$ cat src/rtl/qm_decode_stage.sv
// qm ID stage: register file, operand/immediate decode and the ID/EX pipeline register.
// Latency: operands and control appear on do_*/co_* one cycle after the instruction is presented.
// Backpressure: i_Hold freezes ID/EX; a load-use hazard or i_Hold raises o_Stall so fetch holds the IR.
// Optional feature: define QM_DECODE_BYPASS_EN to forward a same-cycle writeback into captured operands.
module qm_decode_stage #(
    parameter int DATA_W = 32,
    parameter int NREGS  = 32,
    parameter int ALUC_W = 4
) (
    input  logic              clk,
    input  logic              reset_n,
    input  logic              di_Valid,
    input  logic [31:0]       di_IR,
    input  logic [31:0]       di_PC,
    input  logic [4:0]        di_WA,
    input  logic              di_WE,
    input  logic [DATA_W-1:0] di_WD,
    input  logic              i_Hold,
    input  logic              i_Flush,
    output logic [5:0]        o_Opcode,
    output logic [5:0]        o_Function,
    output logic              o_Stall,
    input  logic              ci_RegWrite,
    input  logic              ci_RegWSource,
    input  logic              ci_MemWrite,
    input  logic              ci_ALUSource,
    input  logic              ci_RegDest,
    input  logic              ci_Branch,
    input  logic [ALUC_W-1:0] ci_ALUControl,
    output logic              co_RegWrite,
    output logic              co_RegWSource,
    output logic              co_MemWrite,
    output logic              co_ALUSource,
    output logic              co_RegDest,
    output logic              co_Branch,
    output logic [ALUC_W-1:0] co_ALUControl,
    output logic              do_Valid,
    output logic [DATA_W-1:0] do_RSVal,
    output logic [DATA_W-1:0] do_RTVal,
    output logic [DATA_W-1:0] do_Imm,
    output logic [4:0]        do_RS,
    output logic [4:0]        do_RT,
    output logic [4:0]        do_RD,
    output logic [31:0]       do_PC
);
    localparam int IDX_W = $clog2(NREGS);

    typedef struct packed {
        logic              valid;
        logic              reg_write;
        logic              reg_wsource;
        logic              mem_write;
        logic              alu_source;
        logic              reg_dest;
        logic              branch;
        logic [ALUC_W-1:0] alu_ctrl;
        logic [DATA_W-1:0] rs_val;
        logic [DATA_W-1:0] rt_val;
        logic [DATA_W-1:0] imm;
        logic [4:0]        rs;
        logic [4:0]        rt;
        logic [4:0]        rd;
        logic [31:0]       pc;
    } idex_t;

    logic [DATA_W-1:0] regs_q [NREGS];
    idex_t             idex_q;
    idex_t             idex_d;

    logic [IDX_W-1:0]  rs_idx;
    logic [IDX_W-1:0]  rt_idx;
    logic [IDX_W-1:0]  wa_idx;
    logic              wr_en;
    logic [DATA_W-1:0] rs_val;
    logic [DATA_W-1:0] rt_val;
    logic              haz;
    logic              unused_ok;

    assign rs_idx = di_IR[21 +: IDX_W];
    assign rt_idx = di_IR[16 +: IDX_W];
    assign wa_idx = di_WA[IDX_W-1:0];
    // Compare the truncated index so a write can never land in r0 when NREGS=16.
    assign wr_en  = di_WE && (wa_idx != '0);

    assign o_Opcode   = di_IR[31:26];
    assign o_Function = di_IR[5:0];

    // Shamt and any index bits above IDX_W are not needed by this stage.
    assign unused_ok = ^{di_IR[10:6], di_WA};

    // Operand read; r0 is never written so it always reads zero.
    always_comb begin
        rs_val = regs_q[rs_idx];
        rt_val = regs_q[rt_idx];
`ifdef QM_DECODE_BYPASS_EN
        if (wr_en && (wa_idx == rs_idx)) rs_val = di_WD;
        if (wr_en && (wa_idx == rt_idx)) rt_val = di_WD;
`endif
    end

    // A load sitting in ID/EX whose target is read by the instruction now in ID.
    assign haz = idex_q.valid && idex_q.reg_write && idex_q.reg_wsource &&
                 (idex_q.rt != 5'd0) && di_Valid &&
                 ((idex_q.rt == di_IR[25:21]) || (idex_q.rt == di_IR[20:16]));

    assign o_Stall = i_Hold || haz;

    // Register file write port; independent of hold, flush and hazard.
    always_ff @(posedge clk or negedge reset_n) begin
        if (!reset_n) begin
            for (int i = 0; i < NREGS; i++) regs_q[i] <= '0;
        end else if (wr_en) begin
            regs_q[wa_idx] <= di_WD;
        end
    end

    // ID/EX next state: flush beats hold, hold beats bubble, else capture.
    always_comb begin
        idex_d = idex_q;
        if (i_Flush || (!i_Hold && haz)) begin
            idex_d.valid     = 1'b0;
            idex_d.reg_write = 1'b0;
            idex_d.mem_write = 1'b0;
            idex_d.branch    = 1'b0;
        end else if (!i_Hold) begin
            idex_d.valid       = di_Valid;
            idex_d.reg_write   = ci_RegWrite && di_Valid;
            idex_d.reg_wsource = ci_RegWSource;
            idex_d.mem_write   = ci_MemWrite && di_Valid;
            idex_d.alu_source  = ci_ALUSource;
            idex_d.reg_dest    = ci_RegDest;
            idex_d.branch      = ci_Branch && di_Valid;
            idex_d.alu_ctrl    = ci_ALUControl;
            idex_d.rs_val      = rs_val;
            idex_d.rt_val      = rt_val;
            idex_d.imm         = {{(DATA_W-16){di_IR[15]}}, di_IR[15:0]};
            idex_d.rs          = di_IR[25:21];
            idex_d.rt          = di_IR[20:16];
            idex_d.rd          = di_IR[15:11];
            idex_d.pc          = di_PC;
        end
    end

    // ID/EX pipeline register.
    always_ff @(posedge clk or negedge reset_n) begin
        if (!reset_n) idex_q <= '0;
        else          idex_q <= idex_d;
    end

    assign do_Valid      = idex_q.valid;
    assign co_RegWrite   = idex_q.reg_write;
    assign co_RegWSource = idex_q.reg_wsource;
    assign co_MemWrite   = idex_q.mem_write;
    assign co_ALUSource  = idex_q.alu_source;
    assign co_RegDest    = idex_q.reg_dest;
    assign co_Branch     = idex_q.branch;
    assign co_ALUControl = idex_q.alu_ctrl;
    assign do_RSVal      = idex_q.rs_val;
    assign do_RTVal      = idex_q.rt_val;
    assign do_Imm        = idex_q.imm;
    assign do_RS         = idex_q.rs;
    assign do_RT         = idex_q.rt;
    assign do_RD         = idex_q.rd;
    assign do_PC         = idex_q.pc;
endmodule

$ cat config.mk
export PLATFORM = sky130hd
export DESIGN_NAME = qm_decode_stage
export DESIGN_NICKNAME = d
export VERILOG_FILES = /design/src/rtl/qm_decode_stage.sv
export SDC_FILE = /design/constraint.sdc
export NUM_CORES = 2
export LEC_CHECK = 0
export BUFFER_PORTS_ARGS = -buffer_cell sky130_fd_sc_hd__clkbuf_2
export CAP_MARGIN = 20
export CORE_AREA = 2 2 364 366
export DETAILED_ROUTE_END_ITERATION = 10
export DIE_AREA = 0 0 366 368
export GPL_TIMING_DRIVEN = 0
export PLACE_DENSITY = 0.64
export SKIP_LAST_GASP = 1
export SLEW_MARGIN = 20
export SYNTH_ARGS = -nofsm -noshare
export SYNTH_HDL_FRONTEND = slang
export SYNTH_SLANG_ARGS = --single-unit
export TNS_END_PERCENT = 100
$ cat constraint.sdc
create_clock -name clk -period 1.8 [get_ports clk]
set_clock_uncertainty 0.05 [all_clocks]
set_input_delay 0 -clock clk [delete_from_list [all_inputs] [get_ports clk]]
set_output_delay 0 -clock clk [all_outputs]
set_load 0.03 [all_outputs]
==> Implementation_results.wiki <==
{| class="wikitable"
! Metric !! Value
|-
| Via total after detailed routing || 38.69k
|-
| Clock-pin transition on the worst setup and hold timing paths || 0.06 ns
|-
| Final wirelength || 198800 um
|-
| Power consumption || 79.86 mW
|-
| Max Cap Viol || 0
|-
| Violated checks || negative hold slack, negative setup slack
|-
| Layout Area Growth over Synthesis || 19.58%
|-
| Final hold slack || -0.8729 ns
|-
| Initial standard-cell utilization of the core || 44.63%
|-
| Antenna-violating nets left || 0
|-
| Vertical die dimension || 368 um
|-
| Root buffer selected by CTS || sky130_fd_sc_hd__clkbuf_16
|-
| Post-layout net count || 4427
|-
| P_sw || 22.49 mW
|-
| Leading cell types in the layout, fill and taps excluded || sky130_fd_sc_hd__dfrtp_1 (1151), sky130_fd_sc_hd__mux2_2 (1011), sky130_fd_sc_hd__mux4_2 (512), sky130_fd_sc_hd__clkbuf_2 (306), sky130_fd_sc_hd__o22ai_1 (234)
|-
| Number of placement rows || 133
|-
| GR Util All Layers || 29.28%
|-
| Source-to-sink clock delay at the later pin of the worst-skew pair || 0.78 ns
|-
| Highest net fanout along the worst path || 10
|-
| Net switching share of the total power || 28.16%
|-
| Slew at the pin closest to its max-slew limit || 1.165 ns
|-
| Cell Count Post-Placement || 5719
|-
| Worst Reg-to-Reg Cells || 7
|-
| Number of DRC violations after detailed routing || 0
|-
| Starting DRT DRC Count || 3860
|-
| Dpl hpwl || 142500 um
|-
| Pin count of the biggest net entering global routing || 90
|-
| Share of cells above drive strength 1 || 55.06%
|-
| Worst-case headroom to the max-slew limit || 22.32%
|-
| Pint || 57.37 mW
|-
| Peak supply drop || 0.0009919 V
|-
| 1st-pass router iterations || 5
|-
| Synth warn || 0
|-
| Total clock sinks || 1157
|-
| H-Tree Level Count || 4
|-
| EDFF count, synth || 0
|-
| Avg Vias per Cell || 6.274
|-
| FMAX || 0.4039 GHz
|-
| Final Non-Filler Cells || 6167
|-
| Critical path data arrival time || 3.14 ns
|-
| Total non-filler cell area in the finished layout || 0.06980 mm^2
|-
| Die area || 0.1347 mm^2
|-
| Setup crit end kind || register
|-
| Startpoint class of the critical path || input pin
|-
| Category of the critical setup timing path || input pin to register
|-
| Count of distinct cell types in the synthesized netlist || 34
|-
| Synthesized Nets || 3794
|-
| Fraction of power consumed by combinational cells || 21.7%
|-
| Register area share after synthesis || 49.60%
|-
| Final Max Tran Viols || 0
|-
| Post-synthesis average cell area || 15.88 um^2
|-
| Overall overflow remaining after global route || 0
|-
| Cell leakage power || 30.67 nW
|-
| Buffers on Ports || 271
|-
| Required time at the endpoint of the critical path || 2.46 ns
|-
| Status || finished, violations left
|-
| Most frequently used flop master after synthesis || sky130_fd_sc_hd__dfrtp_1
|-
| CTS tree || done
|-
| RSZ-0062 raised after global routing || yes
|-
| Area of the mapped netlist || 0.05837 mm^2
|-
| Main area contributors after synthesis || sky130_fd_sc_hd__dfrtp_1 (50%), sky130_fd_sc_hd__mux4_2 (20%), sky130_fd_sc_hd__mux2_2 (20%)
|-
| Final worst setup slack || -0.6759 ns
|-
| Via count of the first global-routing pass || 39.81k
|-
| Yosys top cell area share || 49.60%
|-
| FF+latch count, synth || 1157
|-
| Die Width || 366 um
|-
| Cell type with the largest total area after synthesis || sky130_fd_sc_hd__dfrtp_1
|-
| Placer Congestion || 0.9908
|-
| Number of CTS-inserted buffers || 130
|-
| Number of antenna violations at the first check in global routing || 8
|-
| Core region area || 0.1308 mm^2
|-
| Most common cell after layout, fill and taps aside || sky130_fd_sc_hd__dfrtp_1
|-
| Final period demand of the worst path || 2.476 ns
|-
| Share of total power in sequential cells || 43.3%
|-
| Part of the total power dissipated in the clock network || 35.0%
|-
| Clk buf depth || 3
|-
| Final cycle utilization of the critical path || 137.6%
|-
| Final Hold Vio Count || 330
|-
| Finish-stage setup viols || 340
|-
| Average wire per cell in the routed design || 32.23 um
|-
| Power per cell area || 1144 mW/mm^2
|-
| Ports || 284
|-
| Area of placed instances || 0.06237 mm^2
|-
| Async set or reset register ratio after synthesis || 100.0%
|-
| FILL cells || 10.80k
|-
| Hold WC Path Type || input pin to async pin
|-
| Wire length of the first global-routing pass || 282800 um
|-
| Post-Synthesis Cells || 3677
|}
==> cell usage after synthesis, types with 2 or more instances <==
master	count
sky130_fd_sc_hd__buf_4	86
sky130_fd_sc_hd__buf_2	88
sky130_fd_sc_hd__inv_1	19
sky130_fd_sc_hd__nor4_1	45
sky130_fd_sc_hd__buf_1	47
sky130_fd_sc_hd__nor2_1	21
sky130_fd_sc_hd__mux2_4	91
sky130_fd_sc_hd__dfrtp_1	1157
sky130_fd_sc_hd__o221ai_1	19
sky130_fd_sc_hd__clkbuf_1	196
sky130_fd_sc_hd__or3b_2	5
sky130_fd_sc_hd__nand2_1	27
sky130_fd_sc_hd__or2_2	2
sky130_fd_sc_hd__o21ai_0	2
sky130_fd_sc_hd__mux2_2	1011
sky130_fd_sc_hd__mux2i_1	19
sky130_fd_sc_hd__buf_6	21
sky130_fd_sc_hd__mux4_2	512
sky130_fd_sc_hd__nor2b_1	4
sky130_fd_sc_hd__o22ai_1	239
sky130_fd_sc_hd__nand2b_1	5
sky130_fd_sc_hd__nor3_1	22
sky130_fd_sc_hd__nor3b_1	4
sky130_fd_sc_hd__nand3b_1	10
sky130_fd_sc_hd__or3_1	2
sky130_fd_sc_hd__xor2_1	10
sky130_fd_sc_hd__nand3_1	6
==> per-stage QoR <==
stage / hold WS, ns / utilization (%) / worst slack, ns / setup TNS [ns]
floorplan: -0.3456 / - / -0.2211 / -23.71
global placement: 0.1838 / 47.35 / -30.35 / -
detailed placement: 0.04743 / 47.68 / -1.771 / -679.50
CTS: -0.8801 / 52.86 / -0.4855 / -126.97
global route: -0.8536 / 53.36 / -0.5660 / -68.80
finish: -0.8729 / 53.37 / -0.6759 / -66.17
==> final timing paths <==
check / slack [ns] / end / start
hold reg to reg: 0.42 / regs_q[999] / regs_q[999]
setup / recovery: -0.68 / do_RSVal[19] / di_IR[23]
hold / removal: -0.87 / do_PC[11] / reset_n
max in group asynchronous: 0.54 / regs_q[949] / reset_n
setup reg to reg: -0.51 / do_Imm[4] / do_RT[2]
min in group clk: 0.02 / co_RegWrite / di_IR[20]
==> state kept, by name (all words and copies together), names as in the netlist <==
| signal | cells |
|---|---|
| regs_q | 1024 |
| do_PC | 32 |
| do_RSVal | 32 |
| do_RTVal | 32 |
| do_Imm | 16 |
| do_RS | 5 |
| do_RT | 5 |
| co_ALUControl | 4 |
| co_ALUSource | 1 |
| co_Branch | 1 |
| co_MemWrite | 1 |
| co_RegDest | 1 |
| co_RegWSource | 1 |
| co_RegWrite | 1 |
| do_Valid | 1 |
==> worst max-delay path: stages <==
cell,delay (ns)
sky130_fd_sc_hd__buf_2,0.23
sky130_fd_sc_hd__buf_2,0.30
sky130_fd_sc_hd__nand3_1,0.38
sky130_fd_sc_hd__clkbuf_1,0.69
sky130_fd_sc_hd__o22ai_1,0.35
sky130_fd_sc_hd__nor4_1,0.88
sky130_fd_sc_hd__mux2_4,0.28
==> cells by family after synthesis <==
kind of cell,share of synthesized area [%]
simple gates,1.464
mux,41.92
buf+inv,3.950
flops,49.60
xor+xnor,0.1500
compound gates,2.913
==> area by class of cell <==
class	count	area (um^2)	share of cell area (%)
Inverter	19	71.32	0.1022
Clock inverter	29	415.4	0.5951
Antenna cell	4	10.01	0.01434
Multi-Input combinational cell	2063	27390	39.24
Sequential cell	1157	28960	41.49
Clock buffer	201	4044	5.793
Buffer	438	2484	3.558
Tap cell	1755	2196	3.146
Timing Repair Buffer	501	4233	6.064
==> power by group through the flow <==
stage / clock network [mW] / registers, mW / logic [mW]
final: 27.9 / 34.6 / 17.3
after floorplan: 0 / 34.8 / 11.0
after CTS: 28.2 / 34.5 / 17.1
after global placement: 0 / 34.7 / 15.9
after detailed placement: 0 / 34.9 / 16.5
after global routing: 29.3 / 35.2 / 18.2
==> per-layer routing <==
metal | wire length (um) | up-vias | global-route usage (%)
met4 | 13040 | 4 | 16.83
met1 | 80600 | 20980 | 39.19
met5 | 19 | - | 0
met2 | 89590 | 1697 | 44.29
met3 | 15500 | 481 | 6.410
li1 | - | 15530 | -
==> repair_timing <==
| item | CTS | global route |
|---|---|---|
| pin swaps | 2 | 2 |
| hold endpoints to repair | 1118 | 279 |
| hold buffers | 185 | 4 |
| resized for setup | 40 | 146 |
| endpoints found under the setup margin | 374 | 1183 |
| setup buffers | 11 | 3 |
| gates cloned | 4 | 8 |
Note: power is estimated with default switching activity, not from simulation.
